$ cat config.mk
export PLATFORM = sky130hd
export DESIGN_NAME = hazard_ctrl
export DESIGN_NICKNAME = d
export VERILOG_FILES = /design/src/rtl/pipeline_pkg.sv /design/src/rtl/mdu_sequencer.sv /design/src/rtl/hazard_ctrl.sv
export SDC_FILE = /design/constraint.sdc
export NUM_CORES = 1
export LEC_CHECK = 0
export ABC_AREA = 1
export CORE_MARGIN = 1.5
export CORE_UTILIZATION = 38
export DETAILED_ROUTE_END_ITERATION = 10
export MAX_ROUTING_LAYER = met4
export PLACE_DENSITY = 0.85
export SKIP_CTS_REPAIR_TIMING = 1
export SLEW_MARGIN = 5
export SYNTH_ARGS = -nofsm -noshare
export SYNTH_HDL_FRONTEND = slang
export SYNTH_SLANG_ARGS = --single-unit
$ cat constraint.sdc
create_clock -name clk -period 3.1 [get_ports clk]
set_input_delay 0.62 -clock clk [delete_from_list [all_inputs] [get_ports clk]]
set_output_delay 0.62 -clock clk [all_outputs]
set_load 0.01 [all_outputs]
$ cat src/rtl/pipeline_pkg.sv
// Shared pipeline definitions: forward-select encodings, result-source codes,
// and the mul/div sequencer state encoding.
package pipeline_pkg;

  typedef enum logic [1:0] {
    FWD_RF  = 2'b00,
    FWD_WB  = 2'b01,
    FWD_MEM = 2'b10
  } fwdSel_t;

  localparam logic [1:0] RESULT_LOAD = 2'b01;

  typedef enum logic {
    IDLE = 1'b0,
    BUSY = 1'b1
  } mdState_t;

  localparam int CNT_W = 5;

endpackage

$ cat src/rtl/mdu_sequencer.sv
// IDLE/BUSY sequencer that holds the pipeline while a multi-cycle mul/div op
// occupies the execute stage; current state is exported for observation.
module mdu_sequencer
  import pipeline_pkg::*;
#(
  parameter int MDU_LAT = 4
) (
  input  logic clk,
  input  logic rst_n,
  input  logic mdStart,
  input  logic pcSrc,
  output logic mdStall,
  output logic mdState
);

  localparam logic [CNT_W-1:0] CNT_INIT = CNT_W'(MDU_LAT - 2);

  mdState_t         state;
  mdState_t         stateNext;
  logic [CNT_W-1:0] cnt;
  logic [CNT_W-1:0] cntNext;

  always_ff @(posedge clk) begin
    if (!rst_n) begin
      state <= IDLE;
      cnt   <= '0;
    end else begin
      state <= stateNext;
      cnt   <= cntNext;
    end
  end

  // The stall covers the start cycle plus MDU_LAT-2 busy cycles; cnt==0 is the release cycle.
  always_comb begin
    stateNext = state;
    cntNext   = cnt;
    mdStall   = 1'b0;
    case (state)
      IDLE: begin
        if (mdStart && !pcSrc) begin
          mdStall   = 1'b1;
          stateNext = BUSY;
          cntNext   = CNT_INIT;
        end
      end
      BUSY: begin
        if (cnt != '0) begin
          mdStall = 1'b1;
          cntNext = cnt - CNT_W'(1);
        end else begin
          stateNext = IDLE;
        end
      end
      default: stateNext = IDLE;
    endcase
  end

  assign mdState = logic'(state);

endmodule

$ cat src/rtl/hazard_ctrl.sv
// Pipeline hazard unit: operand forwarding, load-use stall, branch flush and
// mul/div stall sequencing. Define HAZARD_PERF_EN to add stall/flush counters.
module hazard_ctrl
  import pipeline_pkg::*;
#(
  parameter int A_WIDTH = 5,
  parameter int MDU_LAT = 4
) (
  input  logic               clk,
  input  logic               rst_n,
  input  logic [A_WIDTH-1:0] Rs1D,
  input  logic [A_WIDTH-1:0] Rs2D,
  input  logic [A_WIDTH-1:0] Rs1E,
  input  logic [A_WIDTH-1:0] Rs2E,
  input  logic [A_WIDTH-1:0] RdE,
  input  logic [A_WIDTH-1:0] RdM,
  input  logic [A_WIDTH-1:0] RdW,
  input  logic               RegWriteM,
  input  logic               RegWriteW,
  input  logic [1:0]         ResultSrcE,
  input  logic               PCSrcE,
  input  logic               MdStartE,
  output logic [1:0]         ForwardAE,
  output logic [1:0]         ForwardBE,
  output logic               StallF,
  output logic               StallD,
  output logic               StallE,
  output logic               FlushD,
  output logic               FlushE,
  output logic               FlushM,
  output logic               MdBusy
`ifdef HAZARD_PERF_EN
  ,
  output logic [31:0]        StallCnt,
  output logic [31:0]        FlushCnt
`endif
);

  logic mdStall;
  logic mdState;
  logic loadUse;
  logic luStall;

  function automatic logic [1:0] fwdSel(input logic [A_WIDTH-1:0] rs,
                                        input logic               regWriteM,
                                        input logic [A_WIDTH-1:0] rdM,
                                        input logic               regWriteW,
                                        input logic [A_WIDTH-1:0] rdW);
    logic [1:0] sel;
    sel = FWD_RF;
    if (regWriteM && (rdM != '0) && (rdM == rs))      sel = FWD_MEM;
    else if (regWriteW && (rdW != '0) && (rdW == rs)) sel = FWD_WB;
    return sel;
  endfunction

  mdu_sequencer #(.MDU_LAT(MDU_LAT)) uSeq (
    .clk     (clk),
    .rst_n   (rst_n),
    .mdStart (MdStartE),
    .pcSrc   (PCSrcE),
    .mdStall (mdStall),
    .mdState (mdState)
  );

  assign MdBusy = (mdState == logic'(BUSY));

  assign ForwardAE = fwdSel(Rs1E, RegWriteM, RdM, RegWriteW, RdW);
  assign ForwardBE = fwdSel(Rs2E, RegWriteM, RdM, RegWriteW, RdW);

  assign loadUse = (ResultSrcE == RESULT_LOAD) && (RdE != '0) &&
                   ((RdE == Rs1D) || (RdE == Rs2D));

  // A taken branch squashes the dependent instruction, so no load-use hold is needed.
  assign luStall = loadUse && !PCSrcE && !MdBusy;

  assign StallF = mdStall || luStall;
  assign StallD = mdStall || luStall;
  assign StallE = mdStall;
  assign FlushM = mdStall;
  assign FlushD = !MdBusy && PCSrcE;
  assign FlushE = !MdBusy && (PCSrcE || loadUse);

`ifdef HAZARD_PERF_EN
  logic [31:0] stallCntQ;
  logic [31:0] flushCntQ;

  always_ff @(posedge clk) begin
    if (!rst_n) begin
      stallCntQ <= '0;
      flushCntQ <= '0;
    end else begin
      if (StallF && (stallCntQ != 32'hFFFF_FFFF))
        stallCntQ <= stallCntQ + 32'd1;
      if ((FlushD || FlushE) && (flushCntQ != 32'hFFFF_FFFF))
        flushCntQ <= flushCntQ + 32'd1;
    end
  end

  assign StallCnt = stallCntQ;
  assign FlushCnt = flushCntQ;
`endif

`ifndef SYNTHESIS
  // Starting a mul/div in the same cycle as a taken branch is illegal upstream.
  mdStartWithBranch: assert property (@(posedge clk) disable iff (!rst_n)
    !(MdStartE && PCSrcE && !MdBusy));
`endif

endmodule

* Word-level counts from Yosys, hierarchy flattened
Cells that the tools add are included.
Word-level totals: bits in registers 6, output and inout bits 11, logic and storage cells 46
Cells by class: add/subtract/negate cells 1, equal/unequal tests 9, multiplexer cells 10, bitwise gates (word level) 1, reduce and logical (&&, ||, !) cells 23
Operators by type and width (number):
- == test 5 bit | 6
- nonzero test 5 bit | 4
- logical AND 1 bit | 13
- two-way mux 5 bit | 2
- one-hot mux 5 bit (2 select lines) | 1
- subtractor 5 x 1 -> 5 bit, second input constant | 1
- two-way mux 1 bit | 4
- two-way mux 2 bit | 2
- logical OR 1 bit | 3
- == test 2 x 1 -> 1 bit, second input constant | 1
- zero test 1 bit | 2
- != test 2 x 1 -> 1 bit, second input constant | 1
- != test 2 bit, second input constant | 1
- one-hot mux 1 bit (2 select lines) | 1
- AND reduction 2 bit | 1
- inverter 1 bit | 1

* Depth between registers and ports, before layout
Gate-level depths: netlist of the first run.
depth after elaboration 6, gate-level depth with buffers 9

* Hierarchy
Synthesis of the first run repeated with hierarchy kept, for this count alone.
Second synthesis, totals: cell total of the unflattened synthesis 145, area total of the unflattened synthesis 874.6 um2
Modules (own cells, without submodules):
- hazard_ctrl | instances 1, cells an instance 103, area an instance 541.8 um2, sequential area each 0.0 um2
- mdu_sequencer | instances 1, cells an instance 42, area an instance 332.8 um2, sequential area each 120.1 um2

* Least setup slack after synthesis of the first run
No wires, ideal clock.
path type input to output, start point input RdM[1], end point output ForwardAE[0], data arrival time 1.318 ns, data required time 2.480 ns, path slack 1.162 ns, stages on the path 4, path through xnor2_1 > nand2_1 > nor3_1 > nor2_1
Between the ends: cells in the longest elaborated chain, start to end 4, elaborated cells between the ends (all ways) 5, classes of those cells 1 x eq/ne; 1 x mux; 3 x reduce/logical
RTL lines:
- start, declared | RTL line hazard_ctrl.sv:16 | input logic [A_WIDTH-1:0] RdM,
- nonzero test 5 bit | RTL line hazard_ctrl.sv:51 | if (regWriteM && (rdM != '0) && (rdM == rs)) sel = FWD_MEM;
- logical AND 1 bit | RTL line hazard_ctrl.sv:51
- logical AND 1 bit * | RTL line hazard_ctrl.sv:51
- two-way mux 2 bit * | RTL line hazard_ctrl.sv:51
- end, declared | RTL line hazard_ctrl.sv:23 | output logic [1:0] ForwardAE,
Mark *: on every way between the ends. The rest lies on a longest branch, timed or not.

* Worst setup path in the final report of the first run
start point input RdM[0], end point output ForwardAE[0]
Same word-level chain as after synthesis.

==> results of run 1 <==
## cells by family after synthesis
logic type | share of synthesized area
adders and majority gates | 0.0158
xor gates and xnor gates | 0.243
DFF | 0.152
and+or+nand+nor | 0.395
AOI/OAI and AO/OA | 0.0616
buffers and inverters | 0.133
## routing by layer
metal / part of all wire / wire, um / vias to the layer above
met4: 0.011 / 27 / 0
met3: 0.053 / 128 / 4
li1: - / - / 536
met2: 0.58 / 1400 / 38
met1: 0.36 / 861 / 458
met5: 0 / 0 / -
## worst max-delay path, cell delays in order
cell and delay, ns:
clkdlybuf4s50_1 0.48, nor2_1 0.14, nand2_1 0.07, o21ai_0 0.23, nor3_1 0.11, nor2_1 0.12, clkdlybuf4s50_1 0.54
## per-stage QoR
step | total power, mW | utilization | worst slack, ns
floorplan | 0.167 | - | 1.16
global placement | 0.254 | 0.684 | 0.215
detailed placement | 0.261 | 0.684 | 0.161
CTS | 0.336 | 0.695 | 0.162
global route | 0.360 | 0.695 | 0.0384
finish | 0.333 | 0.695 | 0.168
## cells in the final DEF (no fill, tap or decap), drive strengths merged, types with 4 or more instances in the layout
cell,n
nor3,5
nand3,10
a21oi,4
nand2,38
inv,24
xor2,7
clkdlybuf4s50,53
dfxtp,6
nor2,21
o21ai,5
xnor2,15
## power groups by stage
stage / sequential (mW) / combinational (mW) / clock (mW)
2_1_floorplan: 0.0880 / 0.0787 / 0
3_3_place_gp: 0.0882 / 0.166 / 0
3_5_place_dp: 0.0888 / 0.172 / 0
4_1_cts: 0.0877 / 0.173 / 0.0746
5_1_grt: 0.0884 / 0.190 / 0.0812
6_report: 0.0878 / 0.172 / 0.0730
## worst paths after layout
| kind | startpoint | to | cells past startpoint | slack [ns] |
|---|---|---|---|---|
| worst max-delay path | RdM[0] | ForwardAE[0] | 7 | 0.17 |
| worst min-delay path | uSeq.cnt[0]$_SDFFE_PN0P_ | uSeq.cnt[0]$_SDFFE_PN0P_ | 1 | 0.50 |
| worst max register to register | uSeq.cnt[0]$_SDFFE_PN0P_ | uSeq.cnt[1]$_SDFFE_PN0P_ | 7 | 1.78 |
| worst min register to register | uSeq.cnt[0]$_SDFFE_PN0P_ | uSeq.cnt[0]$_SDFFE_PN0P_ | 1 | 0.50 |
## flip-flops by register name, summed over array words and instances, names as in the netlist
register / cells
uSeq.mdState: 1
uSeq.cnt: 5
## area by class of cell
class / instances / area (um^2) / area share
multi-input cells: 108 / 567 / 0.416
well taps: 27 / 33.8 / 0.0248
clock buffers: 3 / 22.5 / 0.0165
repair buffers: 53 / 531 / 0.389
inverters: 24 / 90.1 / 0.0661
flip-flops and latches: 6 / 120 / 0.0881
==> summary.txt, run 1 <==
Status
  • Status: complete, no violations

Global route
  • GRT Overall Usage: 0.226
  • Routing usage on met3: 0.0463
  • GR peak layer: met2
  • Initial antenna violation count: 0
  • Global-route wire length before repair: 4170 um
  • Pin count of the biggest net entering global routing: 9
  • Number of global-route vias before repair: 1022
  • Met1 GRT Util: 0.196
  • Total gr overflow: 0
  • Global Route met2 Usage: 0.461

Die
  • Site row count: 16
  • Die Span X: 48.7 um
  • Die ar.: 2370 um^2
  • Initial Util: 0.404
  • IO Pins: 54
  • Core box area: 1960 um^2
  • Die Y: 48.7 um

Power and ir drop
  • P_sw: 0.108 mW
  • Combinational power share: 0.517
  • Clock share of power: 0.219
  • Flop pwr share: 0.263
  • Sw Ratio: 0.324
  • Pint: 0.225 mW
  • Leak: 0.636 nW
  • PwrDens: 244 nW/um^2
  • IR drop worst, VDD: 0.000121 V

STA
  • Top achievable clock speed: 341 MHz
  • Slew HR: 0.833
  • Minimum clock period: 2.93 ns
  • Setup Skew: 0.00291 ns
  • Setup TNS Final: 0 ns
  • Fin crit share: 0.946
  • Final hold vios: 0
  • Worst Tran Pin Value: 0.248 ns
  • RSZ-0062 raised after global routing: false
  • # setup viols final: 0
  • Worst Hold Slack: 0.496 ns
  • Slew Limit Fails: 0

Yosys
  • Syn Inst Count: 140
  • Synthesized area: 792 um^2
  • Top FF cell, synth: dfxtp_1
  • Synth top area cells: nand2_1 (18%), xnor2_1 (17%), dfxtp_1 (15%)
  • EDFF count, synth: 0
  • Count leader, synth: nand2_1
  • Syn avg cell area: 5.66 um^2
  • Post-synth top area share: 0.175
  • Leading cell types by count after synthesis: nand2_1 (37), inv_1 (24), nor2_1 (21)
  • Post-synth top area cell: nand2_1
  • Seq cells post-synth: 6
  • Synth Warn #: 0
  • Post-synth ARST share: 0
  • Syn nets: 184
  • Synth cell types: 16
  • Sequential fraction of the synthesis area: 0.152

Final layout
  • Synthesis-to-finish area growth: 72.2%
  • Post-Layout Inst Area: 1360 um^2
  • ANT cells: 0
  • Share of cells above drive strength 1: 0.0258
  • Nets: 240
  • Filler Cell Count: 192
  • Post-route insts no fill: 221

Detailed routing
  • Drt via density: 4.69
  • Drt pass-1 iters: 4
  • Vias post-DR: 1036
  • Antenna Nets Post-Route: 0
  • DRT iter0 DRCs: 6
  • DR WL/cell: 10.9 um
  • DRC: 0
  • Routed WL: 2420 um

Placed design
  • Area after DPL: 1340 um^2
  • Routability cong.: 0.840
  • Port Buffer Count: 53
  • Placed Instances: 218
  • Detailed placement HPWL: 2100 um

Clock network
  • CTS buffer count: 3
  • Clk sinks: 6
  • CTS max path bufs: 2
  • Root Buffer Master: clkbuf_4
  • Clk_lat worst skew: 0.24 ns
  • H-tree Lvls: 1
  • CTS tree: yes
  • Worst-path clk slew: 0.05 ns

Flow run
  • Max_cap viols: 0

Setup path
  • Critical path data required time: 2.48 ns
  • Worst Path Max Fanout: 3
  • CP Capture Type: primary output
  • Crit start category: input port
  • Kind of critical path: in -> out
  • Critical Path AT: 2.31 ns

Hold path
  • Worst min path class: reg -> reg
Note: power is estimated with default switching activity, not from simulation.
==> inputs of run 2 (changes only) <==
- CORE_MARGIN: 1.5 -> not set
==> summary.txt, run 2 (synthesized netlist as in run 1, its figures left out) <==
Status
  • Status: complete, no violations

Clock network
  • Clk_lat worst skew: 0.25 ns (about the same)
  • CTS max path bufs: 2 (unchanged)
  • Clk sinks: 6 (unchanged)
  • Worst-path clk slew: 0.04 ns (about the same)
  • CTS buffer count: 3 (unchanged)
  • H-tree Lvls: 1 (unchanged)
  • Root Buffer Master: clkbuf_4
  • CTS tree: yes

Global route
  • Pin count of the biggest net entering global routing: 9 (unchanged)
  • Total gr overflow: 0 (unchanged)
  • Global-route wire length before repair: 3220 um (-23%)
  • Number of global-route vias before repair: 894 (-13%)
  • GRT Overall Usage: 0.200 (-0.0260)
  • Initial antenna violation count: 0 (unchanged)

Final layout
  • Filler Cell Count: 181 (-5.7%)
  • Register area: 120 um^2 (unchanged)
  • Most common cell after layout, fill and taps aside: clkdlybuf4s50_1
  • Nets: 240 (unchanged)
  • ANT cells: 0 (unchanged)
  • Area of the multi-input gates: 567 um^2 (unchanged)
  • Synthesis-to-finish area growth: 72.5%
  • Share of cells above drive strength 1: 0.0258 (unchanged)
  • Max FFs per register: 5 (unchanged)
  • Most frequent cells in the layout: clkdlybuf4s50_1 (52), nand2_1 (37), inv_1 (24)
  • Top reg by flops: uSeq.cnt

Hold path
  • Worst Hold Depth: 2 (+1)
  • HP Start: uSeq.cnt[4]$_SDFFE_PN0P_
  • Worst min path class: reg -> reg
  • Hold endpoint: uSeq.cnt[4]$_SDFFE_PN0P_

Detailed routing
  • Antenna Nets Post-Route: 0 (unchanged)
  • DR WL/cell: 9.93 um (-9.2%)
  • DRC: 0 (unchanged)
  • Drt via density: 4.71 (+0.58%)
  • Vias post-DR: 1042 (+0.58%)
  • Drt pass-1 iters: 5 (+1)
  • Routed WL: 2190 um (-9.2%)
  • DRT iter0 DRCs: 32 (+26)

STA
  • RSZ-0062 raised after global routing: false
  • Slew HR: 0.836 (+0.00359)
  • Final hold vios: 0 (unchanged)
  • Worst Tran Pin Value: 0.244 ns (-0.00464 ns)
  • # setup viols final: 0 (unchanged)
  • Setup Skew: 0.0105 ns (+0.00762 ns)
  • Slew Limit Fails: 0 (unchanged)
  • Minimum clock period: 2.90 ns (-0.0283 ns)
  • Fin crit share: 0.937 (-0.00912)
  • Setup TNS Final: 0 ns (unchanged)
  • Top achievable clock speed: 344 MHz (+0.97%)

Setup path
  • Critical Path, Cell by Cell: clkdlybuf4s50_1 > nor2_1 > nand2_1 > o21ai_0 > nor3_1 > nor2_1 > clkdlybuf4s50_1
  • Kind of critical path: in -> out
  • Worst Path Max Fanout: 3 (unchanged)
  • Critical Path AT: 2.28 ns (-0.03 ns)
  • Critical path data required time: 2.48 ns (about the same)
  • Delay of the slowest critical-path stage: 0.54 ns (about the same)
  • Crit start category: input port
  • Top delay family on crit path: buffers and inverters
  • WP buf/inv: 2 (unchanged)
  • Worst R2R End: uSeq.cnt[3]$_SDFFE_PN0P_
  • CP max-delay cell: clkdlybuf4s50_1
  • R2R setup slack: 1.81 ns (+0.03 ns)
  • CP Capture Type: primary output
  • Worst r2r path cells: 7 (unchanged)
  • RR Startpoint: uSeq.cnt[0]$_SDFFE_PN0P_

Flow run
  • Max_cap viols: 0 (unchanged)

Power and ir drop
  • PwrDens: 242 nW/um^2 (-0.86%)
  • Leak: 0.650 nW (+2.2%)
  • Tot Pwr: 0.331 mW (-0.68%)
  • IR drop worst, VDD: 0.000155 V (+28%)

Placed design
  • Detailed placement HPWL: 1910 um (-8.9%)
  • Port Buffer Count: 53 (unchanged)
  • Routability cong.: 0.801 (-4.7%)

Die
  • Core box area: 1960 um^2 (unchanged)
  • Die Span X: 47.7 um (-2.1%)
  • Site row count: 16 (unchanged)
  • Initial Util: 0.404 (unchanged)
  • Die ar.: 2270 um^2 (-4.1%)
  • IO Pins: 54 (unchanged)
  • Die Y: 47.7 um (-2.1%)
run 2: routing by layer:
layer | track usage | vias to the layer above | wire length (um)
li1 | - | 536 | -
met1 | 0.179 | 457 | 823
met2 | 0.416 | 46 | 1150
met3 | 0.0453 | 3 | 203
met4 | 0.0444 | 0 | 17
met5 | - | - | 0
run 2: worst max-delay path by stage:
stage	slack, ns	cells past startpoint	from	to
final	0.20	7	RdM[2]	ForwardAE[0]
after global routing	0.01	10	RdE[2]	StallD
after CTS	0.16	7	RdM[2]	ForwardAE[0]
after detailed placement	0.16	7	RdM[2]	ForwardAE[0]
after global placement	0.22	7	RdM[0]	ForwardAE[0]
after floorplan	1.16	4	RdM[1]	ForwardAE[0]
run 2: power breakdown:
| group | leakage (nW) | switching (mW) | internal, mW |
|---|---|---|---|
| Combinational | 0.587 | 0.0720 | 0.0982 |
| Sequential | 0.0491 | 0.00473 | 0.0828 |
| Clock | 0.0138 | 0.0292 | 0.0439 |
run 2: worst reg2reg max path, stage by stage, from the launching register on:
cell	delay, ns
dfxtp_1	0.32
inv_1	0.08
ha_1	0.20
nand2_1	0.09
o21ai_2	0.17
nand2_2	0.13
a21oi_1	0.15
nor2_1	0.06
run 2: cell type report:
type / count / area share
clock buffer: 3 / 0.0165
inverter: 24 / 0.0659
multi-input combinational: 108 / 0.415
timing repair buffer: 53 / 0.390
sequential: 6 / 0.0879
tap: 27 / 0.0247
run 2: through the flow:
step           hold WS (ns)  utilization  area [um^2]  worst slack, ns  std cells
2_1_floorplan         0.426            -          792             1.16        140
3_3_place_gp          0.442        0.684         1340            0.224        218
3_5_place_dp          0.471        0.684         1340            0.157        218
4_1_cts               0.479        0.695         1360            0.164        221
5_1_grt               0.496        0.696         1370           0.0102        221
6_report              0.473        0.696         1370            0.196        221
